--- src/rtl/mnist_ctrl_pkg.sv ---
// mnist_ctrl_pkg: shared constants and types for the MNIST command sequencer.
//   - host command bytes and response bytes
//   - default image size in pixel bytes
//   - sequencer state type
//   - helper mapping a predicted class to its response byte
package mnist_ctrl_pkg;

  localparam logic [7:0] CMD_LOAD       = 8'h4C;
  localparam logic [7:0] CMD_RUN        = 8'h52;
  localparam logic [7:0] CMD_PING       = 8'h50;
  localparam logic [7:0] RSP_ACK        = 8'h06;
  localparam logic [7:0] RSP_NAK        = 8'h15;
  localparam logic [7:0] RSP_CLASS_BASE = 8'h30;

  localparam int unsigned IMG_BYTES_DEFAULT = 784;

  typedef enum logic [2:0] {
    S_IDLE,
    S_LOAD,
    S_START,
    S_WAIT_DONE,
    S_SEND
  } seq_state_t;

  // Classes 0..9 map to ASCII digits; anything larger is an invalid result.
  function automatic logic [7:0] class_rsp(input logic [3:0] cls);
    return (cls <= 4'd9) ? (RSP_CLASS_BASE + {4'h0, cls}) : RSP_NAK;
  endfunction

endpackage

--- src/rtl/mnist_cmd_sequencer_if.sv ---
// mnist_cmd_sequencer_if: byte streams and accelerator hooks around the sequencer.
//   rx_data/rx_valid     : received host byte, one-cycle strobe, no backpressure
//   tx_data/tx_valid/tx_ready : response byte handshake toward the UART transmitter
//   bram_addr/bram_wdata/bram_we : image BRAM write port
//   acc_start/acc_done/acc_result : accelerator start pulse and completion
// master = the sequencer, slave = the surrounding system.
interface mnist_cmd_sequencer_if #(
  parameter int unsigned ADDR_W = 10
);
  logic [7:0]        rx_data;
  logic              rx_valid;
  logic [7:0]        tx_data;
  logic              tx_valid;
  logic              tx_ready;
  logic [ADDR_W-1:0] bram_addr;
  logic [7:0]        bram_wdata;
  logic              bram_we;
  logic              acc_start;
  logic              acc_done;
  logic [3:0]        acc_result;

  modport master (
    input  rx_data, rx_valid, tx_ready, acc_done, acc_result,
    output tx_data, tx_valid, bram_addr, bram_wdata, bram_we, acc_start
  );

  modport slave (
    output rx_data, rx_valid, tx_ready, acc_done, acc_result,
    input  tx_data, tx_valid, bram_addr, bram_wdata, bram_we, acc_start
  );
endinterface

--- src/rtl/mnist_timeout_ctr.sv ---
// mnist_timeout_ctr: idle-cycle counter with synchronous clear.
//   clk, rst_n : clock, synchronous active-low reset
//   clr        : force count to zero (has priority over en)
//   en         : count while high; saturates at TIMEOUT_CYCLES-1
//   expired    : en is high and the count has reached TIMEOUT_CYCLES-1
module mnist_timeout_ctr #(
  parameter int unsigned TIMEOUT_CYCLES = 10_000_000
) (
  input  logic clk,
  input  logic rst_n,
  input  logic clr,
  input  logic en,
  output logic expired
);
  localparam int unsigned CNT_W = (TIMEOUT_CYCLES > 2) ? $clog2(TIMEOUT_CYCLES) : 1;
  localparam logic [CNT_W-1:0] LAST = CNT_W'(TIMEOUT_CYCLES - 1);

  logic [CNT_W-1:0] cnt;

  always_ff @(posedge clk) begin
    if (!rst_n || clr) begin
      cnt <= '0;
    end else if (en && (cnt != LAST)) begin
      cnt <= cnt + 1'b1;
    end
  end

  assign expired = en && (cnt == LAST);
endmodule

--- src/rtl/mnist_cmd_sequencer.sv ---
// mnist_cmd_sequencer: host command controller for the MNIST accelerator.
//   clk_100MHz  : system clock
//   reset_rtl_0 : synchronous active-low reset, aborts any operation silently
//   bus         : rx bytes in, tx response out, image BRAM writes, acc start/done
//   img_loaded  : a complete image is resident in the BRAM
//   busy        : sequencer is not idle
//   rx_overrun  : sticky, a byte arrived while no byte could be accepted
// Commands: LOAD streams IMG_BYTES pixels to the BRAM then ACKs, RUN starts
// inference and returns the class digit, PING ACKs, anything else NAKs.
module mnist_cmd_sequencer
  import mnist_ctrl_pkg::*;
#(
  parameter int unsigned IMG_BYTES      = IMG_BYTES_DEFAULT,
  parameter int unsigned ADDR_W         = 10,
  parameter int unsigned TIMEOUT_CYCLES = 10_000_000
) (
  input  logic                   clk_100MHz,
  input  logic                   reset_rtl_0,
  mnist_cmd_sequencer_if.master  bus,
  output logic                   img_loaded,
  output logic                   busy,
  output logic                   rx_overrun
);
  localparam logic [ADDR_W-1:0] LAST_ADDR = ADDR_W'(IMG_BYTES - 1);

  seq_state_t        state, state_nxt;
  logic [ADDR_W-1:0] byte_cnt;
  logic              pend_we;
  logic [7:0]        pend_data;
  logic              wr_now, last_wr;
  logic              rsp_load;
  logic [7:0]        rsp_byte;
  logic              to_en, to_clr, to_expired;

  // Pixels pass through one capture stage before the BRAM write stage.
  assign wr_now  = pend_we && (state == S_LOAD);
  assign last_wr = wr_now && (byte_cnt == LAST_ADDR);

  // Outside LOAD/WAIT_DONE the counter is held clear, so it starts from zero
  // on entry to either state.
  assign to_en  = (state == S_LOAD) || (state == S_WAIT_DONE);
  assign to_clr = !to_en || ((state == S_LOAD) && bus.rx_valid);

  mnist_timeout_ctr #(
    .TIMEOUT_CYCLES(TIMEOUT_CYCLES)
  ) u_timeout (
    .clk     (clk_100MHz),
    .rst_n   (reset_rtl_0),
    .clr     (to_clr),
    .en      (to_en),
    .expired (to_expired)
  );

  always_comb begin
    state_nxt = state;
    rsp_load  = 1'b0;
    rsp_byte  = RSP_NAK;
    case (state)
      S_IDLE: begin
        if (bus.rx_valid) begin
          case (bus.rx_data)
            CMD_LOAD: state_nxt = S_LOAD;
            CMD_RUN: begin
              if (img_loaded) begin
                state_nxt = S_START;
              end else begin
                rsp_load  = 1'b1;
                state_nxt = S_SEND;
              end
            end
            CMD_PING: begin
              rsp_load  = 1'b1;
              rsp_byte  = RSP_ACK;
              state_nxt = S_SEND;
            end
            default: begin
              rsp_load  = 1'b1;
              state_nxt = S_SEND;
            end
          endcase
        end
      end
      S_LOAD: begin
        if (last_wr) begin
          rsp_load  = 1'b1;
          rsp_byte  = RSP_ACK;
          state_nxt = S_SEND;
        end else if (to_expired && !bus.rx_valid && !pend_we) begin
          rsp_load  = 1'b1;
          state_nxt = S_SEND;
        end
      end
      S_START: state_nxt = S_WAIT_DONE;
      S_WAIT_DONE: begin
        if (bus.acc_done) begin
          rsp_load  = 1'b1;
          rsp_byte  = class_rsp(bus.acc_result);
          state_nxt = S_SEND;
        end else if (to_expired) begin
          rsp_load  = 1'b1;
          state_nxt = S_SEND;
        end
      end
      S_SEND: begin
        if (bus.tx_valid && bus.tx_ready) state_nxt = S_IDLE;
      end
      default: state_nxt = S_IDLE;
    endcase
  end

  always_ff @(posedge clk_100MHz) begin
    if (!reset_rtl_0) begin
      state          <= S_IDLE;
      byte_cnt       <= '0;
      pend_we        <= 1'b0;
      pend_data      <= '0;
      bus.tx_data    <= '0;
      bus.tx_valid   <= 1'b0;
      bus.bram_addr  <= '0;
      bus.bram_wdata <= '0;
      bus.bram_we    <= 1'b0;
      bus.acc_start  <= 1'b0;
      img_loaded     <= 1'b0;
      busy           <= 1'b0;
      rx_overrun     <= 1'b0;
    end else begin
      state         <= state_nxt;
      busy          <= (state_nxt != S_IDLE);
      bus.acc_start <= (state_nxt == S_START);
      bus.tx_valid  <= (state == S_SEND) && !(bus.tx_valid && bus.tx_ready);
      if (rsp_load) bus.tx_data <= rsp_byte;

      pend_we <= (state == S_LOAD) && bus.rx_valid;
      if (bus.rx_valid) pend_data <= bus.rx_data;

      bus.bram_we <= wr_now;
      if (wr_now) begin
        bus.bram_addr  <= byte_cnt;
        bus.bram_wdata <= pend_data;
        byte_cnt       <= byte_cnt + 1'b1;
      end

      if ((state == S_IDLE) && (state_nxt == S_LOAD)) begin
        img_loaded <= 1'b0;
        byte_cnt   <= '0;
      end
      if (last_wr) img_loaded <= 1'b1;

      if (bus.rx_valid &&
          ((state == S_START) || (state == S_WAIT_DONE) || (state == S_SEND)))
        rx_overrun <= 1'b1;
    end
  end
endmodule

--- src/flat_wrapper.sv ---
// flat-port wrapper written by rule: the top's interface ports become plain ports
module mnist_cmd_sequencer_flat import mnist_ctrl_pkg::*;
#(
  parameter int unsigned IMG_BYTES      = IMG_BYTES_DEFAULT,
  parameter int unsigned ADDR_W         = 10,
  parameter int unsigned TIMEOUT_CYCLES = 10_000_000
)
  (clk_100MHz, reset_rtl_0, img_loaded, busy, rx_overrun, bus_rx_data, bus_rx_valid, bus_tx_ready, bus_acc_done, bus_acc_result, bus_tx_data, bus_tx_valid, bus_bram_addr, bus_bram_wdata, bus_bram_we, bus_acc_start);
  mnist_cmd_sequencer_if #(.ADDR_W(ADDR_W)) bus_i ();
  input  logic clk_100MHz;
  input  logic reset_rtl_0;
  output logic img_loaded;
  output logic busy;
  output logic rx_overrun;
  input wire logic [$bits(bus_i.rx_data)-1:0] bus_rx_data;
  input wire logic [$bits(bus_i.rx_valid)-1:0] bus_rx_valid;
  input wire logic [$bits(bus_i.tx_ready)-1:0] bus_tx_ready;
  input wire logic [$bits(bus_i.acc_done)-1:0] bus_acc_done;
  input wire logic [$bits(bus_i.acc_result)-1:0] bus_acc_result;
  output wire logic [$bits(bus_i.tx_data)-1:0] bus_tx_data;
  output wire logic [$bits(bus_i.tx_valid)-1:0] bus_tx_valid;
  output wire logic [$bits(bus_i.bram_addr)-1:0] bus_bram_addr;
  output wire logic [$bits(bus_i.bram_wdata)-1:0] bus_bram_wdata;
  output wire logic [$bits(bus_i.bram_we)-1:0] bus_bram_we;
  output wire logic [$bits(bus_i.acc_start)-1:0] bus_acc_start;
  assign bus_i.rx_data = bus_rx_data;
  assign bus_i.rx_valid = bus_rx_valid;
  assign bus_i.tx_ready = bus_tx_ready;
  assign bus_i.acc_done = bus_acc_done;
  assign bus_i.acc_result = bus_acc_result;
  assign bus_tx_data = bus_i.tx_data;
  assign bus_tx_valid = bus_i.tx_valid;
  assign bus_bram_addr = bus_i.bram_addr;
  assign bus_bram_wdata = bus_i.bram_wdata;
  assign bus_bram_we = bus_i.bram_we;
  assign bus_acc_start = bus_i.acc_start;
  mnist_cmd_sequencer #(.IMG_BYTES(IMG_BYTES), .ADDR_W(ADDR_W), .TIMEOUT_CYCLES(TIMEOUT_CYCLES)) u_core (.clk_100MHz(clk_100MHz), .reset_rtl_0(reset_rtl_0), .bus(bus_i), .img_loaded(img_loaded), .busy(busy), .rx_overrun(rx_overrun));
endmodule
--- config.mk ---
export PLATFORM = sky130hd
export DESIGN_NAME = mnist_cmd_sequencer_flat
export DESIGN_NICKNAME = d
export VERILOG_FILES = /design/src/rtl/mnist_ctrl_pkg.sv /design/src/rtl/mnist_cmd_sequencer_if.sv /design/src/rtl/mnist_timeout_ctr.sv /design/src/rtl/mnist_cmd_sequencer.sv /design/src/flat_wrapper.sv
export SDC_FILE = /design/constraint.sdc
export NUM_CORES = 1
export LEC_CHECK = 0
export CAP_MARGIN = 30
export CORE_UTILIZATION = 57
export CTS_BUF_LIST = sky130_fd_sc_hd__clkbuf_2
export DETAILED_ROUTE_END_ITERATION = 10
export HOLD_SLACK_MARGIN = 0.1
export PLACE_DENSITY = 0.82
export SETUP_SLACK_MARGIN = 0.2
export SLEW_MARGIN = 20
export SYNTH_ARGS = -nofsm -noshare
export SYNTH_HDL_FRONTEND = slang
export SYNTH_SLANG_ARGS = --single-unit
--- constraint.sdc ---
create_clock -name clk_100MHz -period 2.3 [get_ports clk_100MHz]
set_clock_uncertainty 0.1 [all_clocks]
set_input_delay 0.46 -clock clk_100MHz [delete_from_list [all_inputs] [get_ports clk_100MHz]]
set_output_delay 0.46 -clock clk_100MHz [all_outputs]
set_load 0.005 [all_outputs]
After elaboration in Yosys (flattened, before gate mapping)

Index checks and enable logic that the tools add are counted.

Add/subtract/negate cells: 3
Equality and inequality tests: 12
Magnitude comparators: 1
Mux-type cells: 25
Reduce and logical (&&, ||, !) cells: 25
Bitwise logic cells: 1

Operators by type and width:

| cell                  | number |
|---|---|
| $add 24x1->24 const B | 1 |
| $eq 24x24->1 const B  | 1 |
| $eq 8x7->1 const B    | 3 |
| $mux 8                | 3 |
| $ne 24x24->1 const B  | 1 |
| $pmux 8 s3            | 1 |
| $mux 3                | 7 |
| $pmux 3 s5            | 1 |
| $logic_and 1x1->1     | 11 |
| $add 10x1->10 const B | 1 |
| $eq 10x10->1 const B  | 1 |
| $mux 5                | 2 |
| $eq 3x2->1 const B    | 3 |
| $mux 1                | 8 |
| $add 6x4->7 const A   | 1 |
| $eq 3x1->1 const B    | 2 |
| $pmux 3 s2            | 1 |
| $logic_not 1->1       | 5 |
| $logic_or 1x1->1      | 5 |
| $le 4x4->1 const B    | 1 |
| $eq 3x3->1 const B    | 1 |
| $logic_not 3->1       | 1 |
| $pmux 1 s3            | 1 |
| $reduce_bool 3->1     | 1 |
| other kinds (4)       | 4 |

Output and inout port bits: 32
Bits of input ports: 17
Register bits after elaboration: 78
Word-level logic and storage cells: 81

Logic depth before layout (Yosys ltp)

Depth in word-level cells: 12
Depth in mapped cells: 8

By module

From an unflattened synthesis, not the netlist that was laid out.

Cells, all modules: 408
Area total of the unflattened synthesis: 3,410.8 sq um

By module, submodules not included:

| module              | times used | cells an instance | area each (sq um) | sequential area each (sq um) |
|---|---|---|---|---|
| mnist_cmd_sequencer | 1          | 248               | 2,117.0           | 1,041.0 |
| mnist_timeout_ctr   | 1          | 160               | 1,293.7           | 480.5 |

Least setup slack after synthesis

No wires, ideal clock.

Kind: register -> register
From: register u_core.u_timeout.cnt[0]
To: register u_core.u_timeout.cnt[9]
Path buffers: 1
Slack: 0.276 ns
Stages on the path, launching flop included: 8
Library setup time: 0.074 ns
Required time: 2.126 ns
Data arrival time: 1.850 ns
Cell sequence: dfxtp_1 > ha_1 > and3_1 > and3_1 > a21o_1 > buf_2 > or4_1 > a21oi_1

Word-level cells in the longest chain between the ends: 2

Ends and longest elaborated chain:

| element                                               | RTL line                | source |
|---|---|---|
| start: declaration                                    | mnist_timeout_ctr.sv:18 | `logic [CNT_W-1:0] cnt;` |
| start signal: assignment                              | mnist_timeout_ctr.sv:24 | `cnt <= cnt + 1'b1;` |
| branches (longest 2 deep; another with $add 24x1->24) | n/a                     |  |

Parallel ways; which one is timed is not known.
A chain may end at the register's enable or synchronous reset.

Worst setup path after layout

From: register u_core.u_timeout.cnt[11]
To: register u_core.u_timeout.cnt[17]

Same word-level chain as after synthesis.

==> flow_summary.json <==
{
  "ff2ff_setup_slack_ns": 0.13,
  "reg_to_reg_startpoint": "u_core.u_timeout.cnt[11]",
  "pins_over_slew_limit": 0,
  "std_cell_rows": 28,
  "finalCriticalPeriod_ns": 2.17,
  "synth-edff-count": 0,
  "finish.cell_count_without_fillers": 590,
  "gr-total-overflow": 0,
  "drive_above_1_share": 0.250,
  "post-place-ws_ns": -0.335,
  "first_global_vias": 3172,
  "post_drt_wl_per_cell_um": 17.1,
  "p_leak_nw": 1.74,
  "outcome": "completed",
  "vias": 3609,
  "finalNetCount": 529,
  "postCtsHoldBufs": 0,
  "pin_count_of_the_biggest_net_entering_global_routing": 23,
  "top_layer_used": "met4",
  "placed_cells": 556,
  "worst_slack_ns": 0.130,
  "power_mw": 2.49,
  "hold_class": "flip-flop to flip-flop",
  "drt_iter0_markers": 378,
  "portBuffers": 46,
  "ys_flop_type": "dfxtp_1",
  "yosysTopAreaCellShare": 0.428,
  "rsz0062_at_grt": "true",
  "fraction_of_the_yosys_area_taken_by_sequential_cells": 0.428,
  "synth.largest_area_cell": "dfxtp_1",
  "synth-seq-cells": 76,
  "drc": 0,
  "crit_path_max_incr_delay_ns": 0.56,
  "crit_buf_inv": 2,
  "netlist-cell-type-count": 62,
  "postPlaceCellArea_mm2": 0.00428,
  "detailedPlacementHpwl_mm": 6.23,
  "wire_length_of_the_first_global_routing_pass_mm": 14.5,
  "path_cells": "or4bb_4 -> nor4_4 -> buf_4 -> a21o_4 -> clkbuf_16 -> o31ai_2 -> a21oi_2",
  "postLayoutCoreUtil": 0.814,
  "critical-path-top-delay-family": "simple AND/OR/NAND/NOR gates",
  "relSlewSlack": 0.625,
  "crit_required_ns": 2.68,
  "regToRegEndpoint": "u_core.u_timeout.cnt[17]",
  "path_class": "flip-flop to flip-flop",
  "dr.pass1.iters": 5,
  "boundaryPins": 49,
  "ys_top_cells_by_count": "dfxtp_1, nand2_1, nor2_1",
  "tightestPinTransition_ns": 0.561,
  "cts_tree": "yes",
  "timing.final.hold_violations": 0,
  "synth.area.top_cells": "dfxtp_1, nand2_1, a21oi_1",
  "cts_buffers": 9,
  "routed-wl-met3_um": 745,
  "gp_congestion": 0.852,
  "synthMostInstantiatedCell": "dfxtp_1",
  "crit_end": "u_core.u_timeout.cnt[17]",
  "synth_async_sr_flop_share": 0,
  "core_area_mm2": 0.00596,
  "cap_viol_max_count": 0,
  "max_freq_mhz": 461,
  "finish.instance_area_mm2": 0.00485,
  "drt-vias-per-instance": 6.12,
  "critical_path_arrival_ns": 2.55,
  "critPathMaxFanout": 5,
  "dr_wl_met2_mm": 4.76,
  "drtAntennaViolNets": 0,
  "finalCritPeriodShare": 0.944,
  "cts.htree.levels": 3,
  "worst-r2r-cell-count": 7,
  "post_synthesis_average_cell_area_um2": 8.34,
  "num_antenna_cells": 0,
  "synth_area_mm2": 0.00355,
  "met1_length_mm": 4.30,
  "timing.setup.tns_ns": 0,
  "cts.path.max_buffers": 2,
  "cts.sink_count": 76,
  "setup_viol_count_final": 0,
  "grt.total_usage": 0.286,
  "die_width_um": 80.9,
  "final.fill_count": 357,
  "areaGrowthSynthToFinish_pct": 36.4,
  "antenna_violations_before_repair": 0,
  "cp-end-kind": "flip-flop",
  "insertion_delay_ns": 0.55,
  "ir_drop_uv": 516,
  "die-area_mm2": 0.00655,
  "worst-path-stages": 7,
  "p_per_area_mw_per_mm2": 515,
  "cp_max_stage_cell": "or4bb_4",
  "worst_setup_hold_path_clk_slew_ns": 0.24,
  "postRouteWirelength_mm": 10.1,
  "die-height_um": 80.9,
  "starting_density_of_the_core": 0.596,
  "critPathLaunchType": "flip-flop",
  "whs_ns": 0.363,
  "synthesis.instances": 426,
  "synth-warning-count": 0,
  "cts.root.buffer_cell": "clkbuf_2",
  "startpoint": "u_core.u_timeout.cnt[11]"
}
## cell type report
| class | count | area, um^2 | area share |
|---|---|---|---|
| clock buffer | 9 | 45.0 | 0.00930 |
| clock inverter | 7 | 115 | 0.0238 |
| inverter | 10 | 37.5 | 0.00775 |
| multi-input combinational | 316 | 2080 | 0.430 |
| sequential | 76 | 1560 | 0.323 |
| tap | 75 | 93.8 | 0.0194 |
| timing repair buffer | 97 | 907 | 0.187 |
## flip-flops by register name, indices dropped and copies added (netlist names), 3 cells and up
register               flops
u_core.bus.bram_wdata      8
u_core.u_timeout.cnt      24
u_core.state               3
u_core.pend_data           8
u_core.bus.bram_addr      10
u_core.bus.tx_data         6
u_core.byte_cnt           10
## where the power goes
part	internal (mW)	switching, mW
combinational	0.0984	0.0831
sequential	1.33	0.0141
clock	0.464	0.501
total	1.90	0.598
## worst min-delay path by stage
stage                       startpoint                  endpoint  slack, ns  cells after the start
2_1_floorplan      u_core.pend_data[0]  u_core.bus.bram_wdata[0]       0.33                      2
3_3_place_gp       u_core.pend_data[1]  u_core.bus.bram_wdata[1]       0.34                      2
3_5_place_dp   u_core.bus.bram_addr[6]   u_core.bus.bram_addr[6]       0.35                      2
4_1_cts            u_core.pend_data[6]  u_core.bus.bram_wdata[6]       0.37                      2
5_1_grt            u_core.pend_data[6]  u_core.bus.bram_wdata[6]       0.39                      2
6_report           u_core.pend_data[6]  u_core.bus.bram_wdata[6]       0.36                      2
## cell usage in the layout, fill, tap and decap left out, types with 3 or more instances in the layout
cell             count
a211oi_1            10
a21o_1               5
a21oi_1             33
a21oi_2              6
and2_1               4
and3_1               3
buf_4               46
bufinv_16            3
clkbuf_2             9
clkdlybuf4s50_1     46
dfxtp_1             56
dfxtp_2             13
dfxtp_4              7
inv_1                9
mux2i_1             12
nand2_1             63
nand2b_1             8
nand3_1             14
nand4_1             11
nor2_1              44
nor2b_1              4
nor4_1               3
o21a_1               3
o21ai_0              9
o31ai_1              5
or3_1                3
or4_4                9
xnor2_1              8
xor2_1               6
## logic make-up (layout without fill, tap and decap cells)
| kind of cell | after synthesis | in the layout | share of synthesized area |
|---|---|---|---|
| AND/OR/NAND/NOR | 197 | 197 | 0.292 |
| AO/OA/AOI/OAI | 89 | 89 | 0.160 |
| flip-flops | 76 | 76 | 0.428 |
| buffers and inverters | 35 | 123 | 0.0430 |
| XOR/XNOR | 14 | 14 | 0.0345 |
| multiplexers | 12 | 12 | 0.0338 |
| adder cells (fa/ha/maj) | 2 | 2 | 0.00704 |
| other | 1 | 2 | 0.00106 |
## worst min-delay path, delay by kind of cell (launching register included)
kind,cells,cell delay [ns]
compound gates,1,0.05
flops,1,0.35
simple gates,1,0.05
## layer usage
layer / up-vias / GRT usage
met2: 180 / 0.466
met3: 33 / 0.0618
met5: - / 0
met4: 0 / 0.0911
met1: 1717 / 0.375
li1: 1679 / -
## timing repair
action,CTS,global route
gates resized for setup,16,50
pin swaps,2,20
gates cloned,0,3
setup endpoints to repair,22,21
setup buffers,3,12
Note: power is estimated with default switching activity, not from simulation.
